File: config.mk
export PLATFORM = sky130hd
export DESIGN_NAME = video_timing_gen
export DESIGN_NICKNAME = d
export VERILOG_FILES = /design/src/rtl/video_timing_gen.sv
export SDC_FILE = /design/constraint.sdc
export NUM_CORES = 1
export LEC_CHECK = 0
export CORE_MARGIN = 2
export CORE_UTILIZATION = 35
export CTS_CLUSTER_SIZE = 40
export DETAILED_ROUTE_END_ITERATION = 16
export SLEW_MARGIN = 0
export SYNTH_ARGS = -nofsm -noshare
export SYNTH_HDL_FRONTEND = slang
export SYNTH_SLANG_ARGS = --single-unit
File: constraint.sdc
create_clock -name clk14m -period 3.9 [get_ports clk14m]
set_clock_uncertainty 0.2 [all_clocks]
set_input_delay 0.78 -clock clk14m [delete_from_list [all_inputs] [get_ports clk14m]]
set_output_delay 0.78 -clock clk14m [all_outputs]
set_load 0.05 [all_outputs]
File: src/rtl/video_timing_gen.sv
// ZX Spectrum style video timing generator: 14 MHz in, 7/3.5 MHz enables,
// raster counters, syncs, region flags and the Z80 frame interrupt.
module video_timing_gen #(
  parameter int HW      = 9,
  parameter int VW      = 9,
  parameter int INT_LEN = 64
) (
  input  logic          clk14m,
  input  logic          rst_,
  input  logic [1:0]    mode,
  output logic          ce7,
  output logic          ce35,
  output logic [HW-1:0] hcnt,
  output logic [VW-1:0] vcnt,
  output logic          hsync_,
  output logic          vsync_,
  output logic          int_,
  output logic          blank,
  output logic          border,
  output logic          paper,
  output logic          line_start,
  output logic          frame_start
);

  localparam int IW = (INT_LEN > 1) ? $clog2(INT_LEN) : 1;

  typedef enum logic [1:0] {
    MODE_PENT = 2'd0,
    MODE_128  = 2'd1,
    MODE_48   = 2'd2
  } mode_e;

  mode_e         mode_q;
  logic [1:0]    div;
  logic [HW-1:0] hpos;
  logic [VW-1:0] vpos;
  logic [IW-1:0] int_cnt;

  logic [HW-1:0] h_last, int_h, h_nxt;
  logic [VW-1:0] v_last, int_v, v_nxt;
  logic          tick, h_wrap, v_wrap, int_hit;
  logic          paper_nxt, blank_nxt, hsync_nxt, vsync_nxt;

  assign hcnt = hpos;
  assign vcnt = vpos;
  assign tick = ce7;

  always_comb begin : mode_table
    h_last = HW'(447);
    v_last = VW'(319);
    int_v  = VW'(239);
    int_h  = HW'(320);
    case (mode_q)
      MODE_128: begin
        h_last = HW'(455);
        v_last = VW'(310);
        int_v  = VW'(248);
        int_h  = '0;
      end
      MODE_48: begin
        h_last = HW'(447);
        v_last = VW'(311);
        int_v  = VW'(248);
        int_h  = '0;
      end
      default: ;
    endcase
  end

  assign h_wrap = (hpos == h_last);
  assign v_wrap = (vpos == v_last);

  always_comb begin : next_position
    h_nxt = hpos;
    v_nxt = vpos;
    if (tick) begin
      if (h_wrap) begin
        h_nxt = '0;
        v_nxt = v_wrap ? '0 : vpos + 1'b1;
      end else begin
        h_nxt = hpos + 1'b1;
      end
    end
  end

  // Flags decode the next position so they line up with the registered counters.
  always_comb begin : region_decode
    paper_nxt = (h_nxt < HW'(256)) && (v_nxt < VW'(192));
    blank_nxt = ((h_nxt >= HW'(320)) && (h_nxt <= HW'(383))) ||
                ((v_nxt >= VW'(240)) && (v_nxt <= VW'(255)));
    hsync_nxt = !((h_nxt >= HW'(336)) && (h_nxt <= HW'(367)));
    vsync_nxt = !((v_nxt >= VW'(240)) && (v_nxt <= VW'(243)));
  end

  assign int_hit = tick && (h_nxt == int_h) && (v_nxt == int_v);

  always_ff @(posedge clk14m or negedge rst_) begin
    if (!rst_) begin
      div         <= 2'd0;
      ce7         <= 1'b0;
      ce35        <= 1'b0;
      hpos        <= '0;
      vpos        <= '0;
      mode_q      <= MODE_PENT;
      int_cnt     <= '0;
      int_        <= 1'b1;
      hsync_      <= 1'b1;
      vsync_      <= 1'b1;
      paper       <= 1'b1;
      blank       <= 1'b0;
      border      <= 1'b0;
      line_start  <= 1'b0;
      frame_start <= 1'b0;
    end else begin
      div         <= div + 2'd1;
      ce7         <= ~div[0];
      ce35        <= (div == 2'd2);
      hpos        <= h_nxt;
      vpos        <= v_nxt;
      line_start  <= tick && h_wrap;
      frame_start <= tick && h_wrap && v_wrap;
      paper       <= paper_nxt;
      blank       <= blank_nxt;
      border      <= !paper_nxt && !blank_nxt;
      hsync_      <= hsync_nxt;
      vsync_      <= vsync_nxt;

      // New timing takes effect only at the frame boundary; mode 3 folds to Pentagon.
      if (tick && h_wrap && v_wrap)
        mode_q <= (mode == 2'd3) ? MODE_PENT : mode_e'(mode);

      // A trigger seen while the pulse is already low is ignored.
      if (!int_) begin
        if (tick) begin
          if (int_cnt == IW'(INT_LEN - 1)) begin
            int_    <= 1'b1;
            int_cnt <= '0;
          end else begin
            int_cnt <= int_cnt + 1'b1;
          end
        end
      end else if (int_hit) begin
        int_    <= 1'b0;
        int_cnt <= '0;
      end
    end
  end

endmodule

Word level (Yosys, flattened, before mapping)

Index checks and enable logic that the tools add are counted.

Flip-flop bits (word level): 38
Input port bits: 4
Word-level logic and storage cells: 75

$add $sub $neg: 4
Magnitude comparators: 9
Equal/unequal tests: 10
Mux-type cells: 18
Bitwise gates (word level): 1
Reductions and logical operators: 18

Operators by type and width:

| kind                                                                         | number |
|---|---|
| 9-bit two-way mux                                                            | 6 |
| 9-bit equality test                                                          | 4 |
| 6-bit two-way mux                                                            | 4 |
| 9-bit by 1-bit adder with 9-bit output, second input constant                | 2 |
| 9-bit >= comparator, second input constant                                   | 2 |
| 9-bit by 8-bit <= comparator with 1-bit output, second input constant        | 2 |
| 9-bit <= comparator, second input constant                                   | 2 |
| 1-bit logical AND                                                            | 10 |
| 9-bit by 8-bit >= comparator with 1-bit output, second input constant        | 1 |
| 9-bit by 8-bit less-than comparator with 1-bit output, second input constant | 1 |
| 9-bit less-than comparator, second input constant                            | 1 |
| 4-bit case mux with 2 select lines                                           | 1 |
| 7-bit two-way mux                                                            | 1 |
| 6-bit by 1-bit adder with 6-bit output, second input constant                | 1 |
| 2-bit equality test, second input constant                                   | 3 |
| 6-bit equality test, second input constant                                   | 1 |
| 5-bit two-way mux                                                            | 1 |
| 1-bit logical NOT                                                            | 4 |
| 1-bit two-way mux                                                            | 4 |
| 2-bit by 1-bit adder with 2-bit output, second input constant                | 1 |
| 2-bit by 1-bit equality test with 1-bit output, second input constant        | 1 |
| 2-bit two-way mux                                                            | 1 |
| 2-bit by 1-bit != test with 1-bit output, second input constant              | 1 |
| 2-bit AND reduction                                                          | 1 |
| other kinds (4)                                                              | 4 |

Depth between registers and ports, before layout

Gate-level depths: netlist (run 1).

Word-level depth: 11
Mapped depth: 12
Gate-level depth less buffers: 11

Worst setup path after synthesis (run 1)

OpenSTA, ideal clock, no wires.

Path kind: register -> register
Start: reg vpos[8] (netlist: vcnt[8])
End: reg int_cnt[5]
Library setup time: 0.096 ns
Arrival time: 2.731 ns
Path slack: 0.874 ns
Cell stages (with the launch flop): 9
Path buffers: 0
Period minus slack after synthesis: 3.026 ns
Cells stage by stage: dfrtp_1 or3b_4 nor4_4 o221a_2 o21ai_4 nor4b_4 o2111ai_2 and2_4 o32ai_2

Word-level cells in the longest chain between the ends: 8
Elaborated cells between the ends (all ways): 9
Those cells by class: add/sub (1); eq/ne (3); mux (3); reduce/logical (2)

RTL lines:

| element                                            | line | source |
|---|---|---|
| from (decl)                                        | 36   | `logic [VW-1:0] vpos;` |
| from (signal assigned)                             | 119  | `vpos <= v_nxt;` |
| 9-bit equality test                                | 71   | `assign v_wrap = (vpos == v_last);` |
| 9-bit two-way mux                                  | 79   | `v_nxt = v_wrap ? '0 : vpos + 1'b1;` |
| 9-bit two-way mux                                  | 77   | `if (h_wrap) begin` |
| 9-bit two-way mux                                  | 76   | `if (tick) begin` |
| named net v_nxt[2]                                 | 40   | `logic [VW-1:0] v_last, int_v, v_nxt;` |
| 9-bit equality test                                | 95   | `assign int_hit = tick && (h_nxt == int_h) && (v_nxt == int_v);` |
| 1-bit logical AND                                  | 95   |  |
| 2-bit by 1-bit != test with 1-bit output (no line) | n/a  |  |
| 2-bit AND reduction (no line)                      | n/a  |  |
| to (signal assigned)                               | 139  | `int_cnt <= int_cnt + 1'b1;` |
| to (decl)                                          | 37   | `logic [IW-1:0] int_cnt;` |

The timed path passes the listed nets, and every way through them passes these cells.
A chain may end at the register's enable or synchronous reset.

Worst setup path after layout (run 1)

Start: reg mode_q[0]
End: reg int_cnt[5]

Word-level cells in the longest chain between the ends: 10
Elaborated cells between the ends (all ways): 20
Those cells by class: eq/ne (7); mux (9); reduce/logical (4)

RTL lines:

| element                                                                               | line | source |
|---|---|---|
| from (decl)                                                                           | 33   | `mode_e mode_q;` |
| from (signal assigned)                                                                | 130  | `mode_q <= (mode == 2'd3) ? MODE_PENT : mode_e'(mode);` |
| 2-bit equality test or 2-bit by 1-bit equality test with 1-bit output (tied branches) | 53   | `case (mode_q)` |
| 4-bit case mux with 2 select lines                                                    | 53   |  |
| 9-bit equality test                                                                   | 71   |  |
| 9-bit two-way mux                                                                     | 79   |  |
| 9-bit two-way mux (*)                                                                 | 77   |  |
| 9-bit two-way mux (*)                                                                 | 76   |  |
| named net v_nxt[2]                                                                    | 40   |  |
| 9-bit equality test (*)                                                               | 95   |  |
| 1-bit logical AND (*)                                                                 | 95   |  |
| 2-bit by 1-bit != test with 1-bit output (no line) (*)                                | n/a  |  |
| 2-bit AND reduction (no line) (*)                                                     | n/a  |  |

Mark *: on every way through the listed nets, which the timed path passes. The rest lies on a longest branch.

==> impl_metrics.yaml, run 1 <==
final_layout:
  drive_above_1_share_pct: 14.2
  stdcell_count: 314
  syn_to_final_growth_pct: 21.4
  nFillCells: 537
  nets: 247
  diodes: 0
power:
  switching_share_pct: 21.7
  ir_drop_mv: 0.148
  seqPwrFrac_pct: 58.9
  p_int_w: 0.000510
  power_density_nw_per_um2: 257
  power_frac_comb_pct: 1.5
  clockPowerShare_pct: 39.5
  p_sw_w: 0.000141
  p_leak_nw: 1.08
drt:
  first_pass_iters: 4
  drc: 0
  wirelength_um: 4500
  via_count: 1675
  initialDrtViolationCount: 88
  wl_per_cell_um: 14.3
  vias_per_cell: 5.33
  postRouteAntennaNets: 0
setup_path:
  setup.worst_path.start_class: "flip-flop"
  regToRegEndpoint: "int_cnt[5]$_DFFE_PN0P_"
  rr_worst_depth: 9
  crit_arrival_ns: 3.07
  critPathRequiredTime_ns: 3.90
  crit_type: "reg2reg"
  r2r-start: "mode_q[0]$_DFFE_PN0P_"
  end_kind: "flip-flop"
  r2r_setup_slack_ns: 0.83
  path_max_fanout: 10
global_routing:
  grt_usage_pct: 15.3
  overflow: 0
  grt_first_pass_wirelength_um: 7690
  antenna_found_initial: 0
  grt_max_degree: 38
  grt_pass1_vias: 1564
cts:
  numCtsBuffers: 5
  cts_tree: "done"
  clock_sinks: 37
  clock-root-buffer: "clkbuf_8"
  ctsHoldBuffers: 0
  post-cts-setup-buffer-count: 0
  path_clk_slew_ns: 0.07
  postCtsResizedCells: 0
  h-tree-depth: 2
  clk_path_buf_depth: 2
  clkLatencyLatePin_ns: 0.29
synthesis:
  syn_inst: 208
  synth_seq_cells: 37
  synthArstFlopShare_pct: 100
  synth-simple-area-share_pct: 24.2
  synth_cell_types: 60
  synth.yosys.seq_area_share_pct: 44.5
  syn_nets: 217
  synth-xor-area-share_pct: 4.19
  yosys_warnings: 0
  postSynthAreaPerCell_um2: 10.1
  synth_compound_area_share_pct: 18.2
  synth_top_family_by_area: "simple AND/OR/NAND/NOR gates"
  synth_mux_area_share_pct: 2.57
  synthFlopType: "dfrtp_1"
  syn_area_um2: 2090
  synth_edf_count: 0
  synth_adder_area_share_pct: 2.99
timing:
  rsz0062_at_grt: "no"
  worst_slew_pin_slew_ns: 0.805
  fin_setup_tns_ns: 0
  worst_slack_ns: 0.829
  holdWs_ns: 0.290
  finalCritPeriodShare_pct: 78.7
  relSlewSlack_pct: 46.4
  max_freq_ghz: 0.326
  timing.final.crit_period_ns: 3.07
  drv_slew: 0
  hold_viol_final: 0
  setup_viol: 0
placement:
  gp_congestion: 0.851
  dpl.cell_count: 306
  dp_slack_ns: 0.816
  dp_hpwl_um: 3330
  io_buffers: 31
outcome:
  outcome: "complete, no violations"
die:
  num_rows: 28
  start_util_pct: 35.7
  die_x_um: 81.3
  dieArea_um2: 6610
  coreArea_um2: 5850
  ios: 32
  fp.dieH_um: 81.3
flow_run:
  maxCapViolCount: 0
hold_path:
  hold_depth: 1
  min_to: "ce35$_DFF_PN0_"
  hp-class: "reg2reg"
  hold_start: "div[1]$_DFF_PN0_"
==> worst max-delay path, stage by stage, from the launching register on <==
cell       delay, ns
dfrtp_1         0.39
ha_1            0.38
xor2_1          0.19
nor4_4          0.50
o221a_2         0.33
o21ai_4         0.08
nor4b_4         0.28
o2111ai_2       0.19
and2_4          0.20
o32ai_2         0.23
==> power by group through the flow <==
stage               Combinational, W  Sequential, W  Clock (W)
global route               0.0000122       0.000383   0.000286
floorplan                0.000000304       0.000391          0
global placement           0.0000110       0.000391          0
CTS                        0.0000107       0.000384   0.000270
finish                    0.00000987       0.000384   0.000257
detailed placement         0.0000107       0.000391          0
==> metrics by stage <==
| step | power, W | area (µm²) | util [%] |
|---|---|---|---|
| 5_1_grt | 0.000682 | 2540 | 43.4 |
| 3_5_place_dp | 0.000402 | 2450 | 42.0 |
| 6_report | 0.000651 | 2540 | 43.4 |
| 3_3_place_gp | 0.000402 | 2450 | 42.0 |
| 4_1_cts | 0.000664 | 2540 | 43.4 |
| 2_1_floorplan | 0.000391 | 2090 | - |
==> registers in the layout, indices dropped and copies added, names as in the netlist <==
signal / flops
hcnt: 9
vcnt: 9
int_cnt: 6
div: 2
mode_q: 2
blank: 1
border: 1
ce35: 1
frame_start: 1
hsync_: 1
int_: 1
line_start: 1
paper: 1
vsync_: 1
==> Yosys cell counts, types with 4 or more instances <==
cell | n | share of area [%]
dfstp_2 | 4 | 5.0
o22ai_1 | 4 | 1.2
clkbuf_1 | 4 | 0.72
a21oi_1 | 9 | 2.2
xnor2_1 | 7 | 2.9
ha_1 | 5 | 3.0
and3_1 | 6 | 1.8
buf_2 | 4 | 0.96
nor3_1 | 8 | 1.9
o21ai_0 | 9 | 2.2
dfrtp_1 | 33 | 39
nor2_1 | 16 | 2.9
nand2_1 | 18 | 3.2
inv_1 | 8 | 1.4
nand3_1 | 8 | 1.9
==> kinds of logic after synthesis <==
logic type | count (synthesis)
and+or+nand+nor | 84
AOI/OAI and AO/OA | 50
DFF | 37
buffers and inverters | 17
xor gates and xnor gates | 10
muxes | 5
adders and majority gates | 5
==> cell type report <==
class                   count  area (µm²)  share of cell area (%)
inverters                   9        33.8                    1.33
clock buffers               6        72.6                    2.86
clock inverters             2        10.0                   0.394
flip-flops and latches     37         931                    36.7
multi-input cells         154        1090                    43.0
well taps                  75        93.8                    3.70
repair buffers             31         305                    12.0
==> cells in the final DEF (no fill, tap or decap), drive strengths merged, types with 2 or more instances in the layout <==
master and instances:
a21o 2, a21oi 9, a22o 4, and2 5
and3 6, clkbuf 6, clkdlybuf4s50 30, clkinv 2
dfrtp 33, dfstp 4, ha 5, inv 9
mux2 3, mux2i 2, nand2 18, nand2b 2
nand3 8, nand3b 2, nand4 3, nor2 16
nor2b 2, nor3 8, nor4 2, nor4b 2
o2111ai 2, o21ai 12, o221a 2, o22ai 4
o2bb2ai 2, o31ai 2, or2 2, xnor2 7
xor2 3
==> how the worst max path moves through the flow <==
| stage | start | to | slack [ns] | cells after the start |
|---|---|---|---|---|
| after floorplan | vcnt[8]$_DFF_PN0_ | int_cnt[5]$_DFFE_PN0P_ | 0.87 | 8 |
| after global placement | mode_q[0]$_DFFE_PN0P_ | int_cnt[5]$_DFFE_PN0P_ | 0.83 | 9 |
| final | mode_q[0]$_DFFE_PN0P_ | int_cnt[5]$_DFFE_PN0P_ | 0.83 | 9 |
| after detailed placement | mode_q[0]$_DFFE_PN0P_ | int_cnt[5]$_DFFE_PN0P_ | 0.82 | 9 |
| after CTS | mode_q[0]$_DFFE_PN0P_ | int_cnt[5]$_DFFE_PN0P_ | 0.82 | 9 |
| after global routing | mode_q[0]$_DFFE_PN0P_ | int_cnt[5]$_DFFE_PN0P_ | 0.63 | 9 |
==> layer usage <==
layer / GRT usage [%] / vias up / share of wire (%)
met1: 22.0 / 810 / 48
met5: 0 / - / 0
met4: 4.41 / 0 / 1.1
met3: 3.78 / 6 / 4.4
met2: 22.6 / 35 / 46
li1: - / 824 / -
No activity file was read; power rests on OpenSTA's default activity.
==> run 2, diff against run 1 <==
clock period = 2.5 ns   (was 3.9 ns; I/O delays follow)
==> run 2 against run 1 <==
- the run now ends with negative setup slack left
- clock power rose by 66%
- setup slack got worse by 1.1 ns
- core utilization rose by 9.6 points
- largest cell class unchanged
==> impl_metrics.yaml, run 2 (same netlist as run 1, synthesis figures left out) <==
die:
  die_x_um: 81.3
  ios: 32
  num_rows: 28
  coreArea_um2: 5850
  dieArea_um2: 6610
  fp.dieH_um: 81.3
  start_util_pct: 35.7
final_layout:
  final_common_cell: "buf_4"
  stdcell_count: 371
  nets: 304
  finalCoreUtilization_pct: 53.0
  diodes: 0
  drive_above_1_share_pct: 41.2
  layout_common_cells: "55 x buf_4, 30 x clkdlybuf4s50_1, 18 x dfrtp_1"
  nFillCells: 539
  syn_to_final_growth_pct: 48.3
power:
  power_frac_comb_pct: 1.6
  p_leak_nw: 1.38
  p_int_w: 0.000827
  power_density_nw_per_um2: 336
  clockPowerShare_pct: 40.9
  switching_share_pct: 20.5
  ir_drop_mv: 0.201
  seqPwrFrac_pct: 57.5
  p_sw_w: 0.000213
outcome:
  outcome: "finished, violations left"
  violations: "negative setup slack"
cts:
  h-tree-depth: 2
  cts_tree: "done"
  clock_sinks: 37
  numCtsBuffers: 5
  ctsHoldBuffers: 0
  clock-root-buffer: "clkbuf_8"
  clk_path_buf_depth: 2
  path_clk_slew_ns: 0.08
  clkLatencyLatePin_ns: 0.28
drt:
  postRouteAntennaNets: 0
  wl_per_cell_um: 13.9
  drc: 0
  vias_per_cell: 4.99
  first_pass_iters: 4
  initialDrtViolationCount: 75
  wirelength_um: 5150
  via_count: 1850
placement:
  gp_congestion: 0.857
  dpl.cell_count: 356
  dp_hpwl_um: 3920
  io_buffers: 31
setup_path:
  end_kind: "flip-flop"
  critPathRequiredTime_ns: 2.48
  crit_type: "reg2reg"
  path_max_fanout: 7
  crit_arrival_ns: 2.79
  setup.worst_path.start_class: "flip-flop"
global_routing:
  grt_max_degree: 38
  grt_pass1_vias: 1744
  antenna_found_initial: 0
  grt_first_pass_wirelength_um: 8380
  overflow: 0
  grt_usage_pct: 16.6
timing:
  setup_viol: 10
  rsz0062_at_grt: "yes"
  hold_viol_final: 0
  worst_slew_pin_slew_ns: 0.802
  finalCritPeriodShare_pct: 112
  drv_slew: 0
  worst_slack_ns: -0.312
  relSlewSlack_pct: 46.5
  timing.final.crit_period_ns: 2.81
  max_freq_ghz: 0.356
flow_run:
  maxCapViolCount: 0
hold_path:
  hp-class: "in2async"
==> run 2: layout make-up <==
type | instances | area, µm² | share of cell area [%]
well taps | 75 | 93.8 | 3.03
repair buffers | 88 | 741 | 23.9
clock buffers | 7 | 86.3 | 2.78
inverters | 9 | 33.8 | 1.09
multi-input cells | 154 | 1190 | 38.3
clock inverters | 1 | 7.51 | 0.242
flip-flops and latches | 37 | 950 | 30.6
==> run 2: worst max-delay path, stage by stage, from the launching register on <==
cell and delay (ns):
dfrtp_2 0.40, or3b_4 0.41, nor4_4 0.48, nor2_1 0.08, a211o_1 0.27, and4bb_1 0.27
o2111ai_2 0.17, and2_4 0.23, o32ai_2 0.20
==> run 2: per-stage QoR <==
stage	power, W	TNS, ns	setup WS, ns	instance area, µm²	hold slack, ns
2_1_floorplan	0.000610	-2.05	-0.351	2140	0.00441
3_3_place_gp	0.000628	-1.88	-0.284	2860	0.272
3_5_place_dp	0.000628	-2.30	-0.352	2860	0.280
4_1_cts	0.00106	-1.84	-0.324	3050	0.134
5_1_grt	0.00108	-3.10	-0.431	3100	0.172
6_report	0.00104	-2.09	-0.312	3100	0.109
==> run 2: routing by layer <==
metal	up-vias	routed length [µm]	track usage, %
met3	4	165	3.44
met4	0	45	5.25
met1	876	2460	21.7
li1	934	-	-
met2	36	2480	27.3
met5	-	0	0
==> run 2: path summary, 6_finish.rpt <==
path | from | to | slack (ns) | depth (start not counted)
min in group clk14m | div[1]$_DFF_PN0_ | ce35$_DFF_PN0_ | 0.29 | 1
min reg2reg | div[1]$_DFF_PN0_ | ce35$_DFF_PN0_ | 0.29 | 1
max | vcnt[6]$_DFF_PN0_ | int_cnt[5]$_DFFE_PN0P_ | -0.31 | 8
max in group asynchronous | rst_ | vsync_$_DFF_PN1_ | 1.36 | 2
min | rst_ | hcnt[3]$_DFF_PN0_ | 0.11 | 1
max reg2reg | vcnt[6]$_DFF_PN0_ | int_cnt[5]$_DFFE_PN0P_ | -0.31 | 8
==> run 2: power by group through the flow <==
stage                     combinational [W]  sequential [W]  clock, W
after floorplan                 0.000000474        0.000610         0
after global placement            0.0000181        0.000610         0
after detailed placement          0.0000180        0.000610         0
after CTS                         0.0000178        0.000598  0.000442
after global routing              0.0000197        0.000598  0.000467
final                             0.0000166        0.000598  0.000426
==> run 2: timing repair <==
item / 4_1_cts / 5_1_grt
setup buffers: 5 / 3
resized for setup: 13 / 9
pin swaps: 8 / 5
endpoints found under the setup margin: 10 / 11
==> run 3, diff against run 2 <==
DONT_BUFFER_PORTS = 1   (was default)
==> run 3 against run 2 <==
- core utilization fell by 3.0 points
- critical endpoint unchanged
- combinational power up 5%
- power increased by 8.2%
- the flow still finishes with violations (negative setup slack)
- routed wire length up 9.5%
- critical path type unchanged
==> impl_metrics.yaml, run 3 (same netlist as run 1, synthesis figures left out) <==
outcome:
  outcome: "finished, violations left"
  violations: "negative setup slack"
final_layout:
  nets: 285
  multiInputGateArea_um2: 1210
  stdcell_count: 351
  layout_common_cells: "66 x buf_4, 18 x dfrtp_1, 17 x nand2_1, 15 x nor2_1, 15 x dfrtp_2"
  diodes: 0
  syn_to_final_growth_pct: 39.9
  finalCoreUtilization_pct: 50.0
  final_common_cell: "buf_4"
  drive_above_1_share_pct: 47.5
  design_area_um2: 2930
  seq_area_um2: 950
  nFillCells: 526
hold_path:
  hold_depth: 2
  hp-class: "in2reg"
  hold_start: "mode[1]"
  min_to: "mode_q[1]$_DFFE_PN0P_"
global_routing:
  grt_pass1_vias: 1854
  grt_max_degree: 38
  overflow: 0
  grt_first_pass_wirelength_um: 9160
  grt_usage_pct: 18.3
  antenna_found_initial: 0
timing:
  drv_slew: 0
  setup_viol: 10
  relSlewSlack_pct: 70.3
  finalCritPeriodShare_pct: 112
  max_freq_ghz: 0.358
  worst_slew_pin_slew_ns: 0.445
  hold_viol_final: 0
  holdWs_ns: 0.178
  worst_slack_ns: -0.296
  rsz0062_at_grt: "yes"
  timing.final.crit_period_ns: 2.80
setup_path:
  setup.worst_path.start_class: "flip-flop"
  path_max_fanout: 5
  r2r_setup_slack_ns: -0.30
  rr_worst_depth: 10
  critPathSlowestCell: "dfrtp_1"
  crit_arrival_ns: 2.80
  r2r-start: "mode_q[0]$_DFFE_PN0P_"
  critical-path-max-stage-delay_ns: 0.41
  critPathRequiredTime_ns: 2.50
  regToRegEndpoint: "int_cnt[5]$_DFFE_PN0P_"
  end_kind: "flip-flop"
  cp_cell_sequence: "ha_4 -> nor4bb_4 -> nand2b_1 -> buf_4 -> a211oi_4 -> a22o_1 -> o2111a_2 -> o2111ai_4 -> and2_4 -> o32ai_2"
  crit_type: "reg2reg"
drt:
  drc: 0
  maxUsedRoutingLayer: "met4"
  first_pass_iters: 5
  wirelength_um: 5640
  wl_per_cell_um: 16.1
  via_count: 1831
  postRouteAntennaNets: 0
  wl_met2_um: 2740
  initialDrtViolationCount: 91
  met1_length_um: 2460
  wl_met3_um: 331
  vias_per_cell: 5.22
die:
  dieArea_um2: 6610
  start_util_pct: 35.7
  num_rows: 28
  fp.dieH_um: 81.3
  ios: 32
  coreArea_um2: 5850
  die_x_um: 81.3
flow_run:
  maxCapViolCount: 0
cts:
  clkLatencyLatePin_ns: 0.30
  h-tree-depth: 2
  path_clk_slew_ns: 0.07
  clock_sinks: 37
  cts_tree: "done"
  clock-root-buffer: "clkbuf_8"
  numCtsBuffers: 5
  clk_path_buf_depth: 2
placement:
  gp_congestion: 0.815
  postPlaceCellArea_um2: 2620
  dp_slack_ns: -0.385
  dp_hpwl_um: 4000
  io_buffers: 0
  dpl.cell_count: 333
power:
  p_leak_nw: 1.31
  ir_drop_mv: 0.181
  power_density_nw_per_um2: 385
-- run 3: cell types whose count changed in the layout (fill, tap and decap cells not counted), sizes merged --
cell | before | now
clkinv | 0 | 1
clkdlybuf4s50 | 30 | 0
clkinvlp | 1 | 0
buf | 58 | 68
bufinv | 0 | 1
dlygate4sd3 | 0 | 1
clkbuf | 7 | 5
-- run 3: metal layers --
metal  global-route usage [%]  vias to the layer above
met5                        0                        -
met4                     6.78                        0
met3                     5.44                       10
met2                     28.4                       56
met1                     24.0                      867
li1                         -                      898
-- run 3: worst max-delay path: cells and delay by family (launching register included) --
kind                     cells  cell delay (ns)
adder cells (fa/ha/maj)      1             0.19
buffers and inverters        1             0.17
flip-flops                   1             0.41
AO/OA/AOI/OAI                5             1.07
AND/OR/NAND/NOR              3             0.66
-- run 3: worst max path at each step --
stage | from | to | cells past startpoint
floorplan | vcnt[6]$_DFF_PN0_ | int_cnt[5]$_DFFE_PN0P_ | 8
global placement | mode_q[0]$_DFFE_PN0P_ | int_cnt[5]$_DFFE_PN0P_ | 9
finish | mode_q[0]$_DFFE_PN0P_ | int_cnt[5]$_DFFE_PN0P_ | 10
CTS | mode_q[1]$_DFFE_PN0P_ | int_cnt[5]$_DFFE_PN0P_ | 11
detailed placement | mode_q[0]$_DFFE_PN0P_ | int_cnt[5]$_DFFE_PN0P_ | 10
global route | mode_q[0]$_DFFE_PN0P_ | int_cnt[5]$_DFFE_PN0P_ | 10
-- run 3: cell type report --
cell class              instances  share of cell area [%]
clock inverters                 2                    1.20
inverters                       9                    1.15
multi-input cells             154                    41.5
flip-flops and latches         37                    32.5
well taps                      75                    3.21
repair buffers                 69                    18.1
clock buffers                   5                    2.35
-- run 3: stage by stage --
step                total power [W]  TNS, ns
detailed placement         0.000610    -2.68
global placement           0.000610    -1.73
finish                      0.00113    -2.12
floorplan                  0.000610    -2.05
global route                0.00116    -3.40
CTS                         0.00113    -1.25
-- run 3: repair_timing --
action / CTS / global route
hold endpoints to repair: 37 / 0
buffers inserted: 6 / 2
endpoints found under the setup margin: 11 / 11
gates resized for setup: 14 / 9
hold buffers: 2 / 0
pin swaps: 11 / 3
cloned: 1 / 0
-- run 3: where the power goes --
part	internal, W	total [W]	switching [W]
Clock	0.000290	0.000510	0.000220
Combinational	0.00000475	0.0000175	0.0000127
Sequential	0.000598	0.000598	0
Total	0.000893	0.00113	0.000232
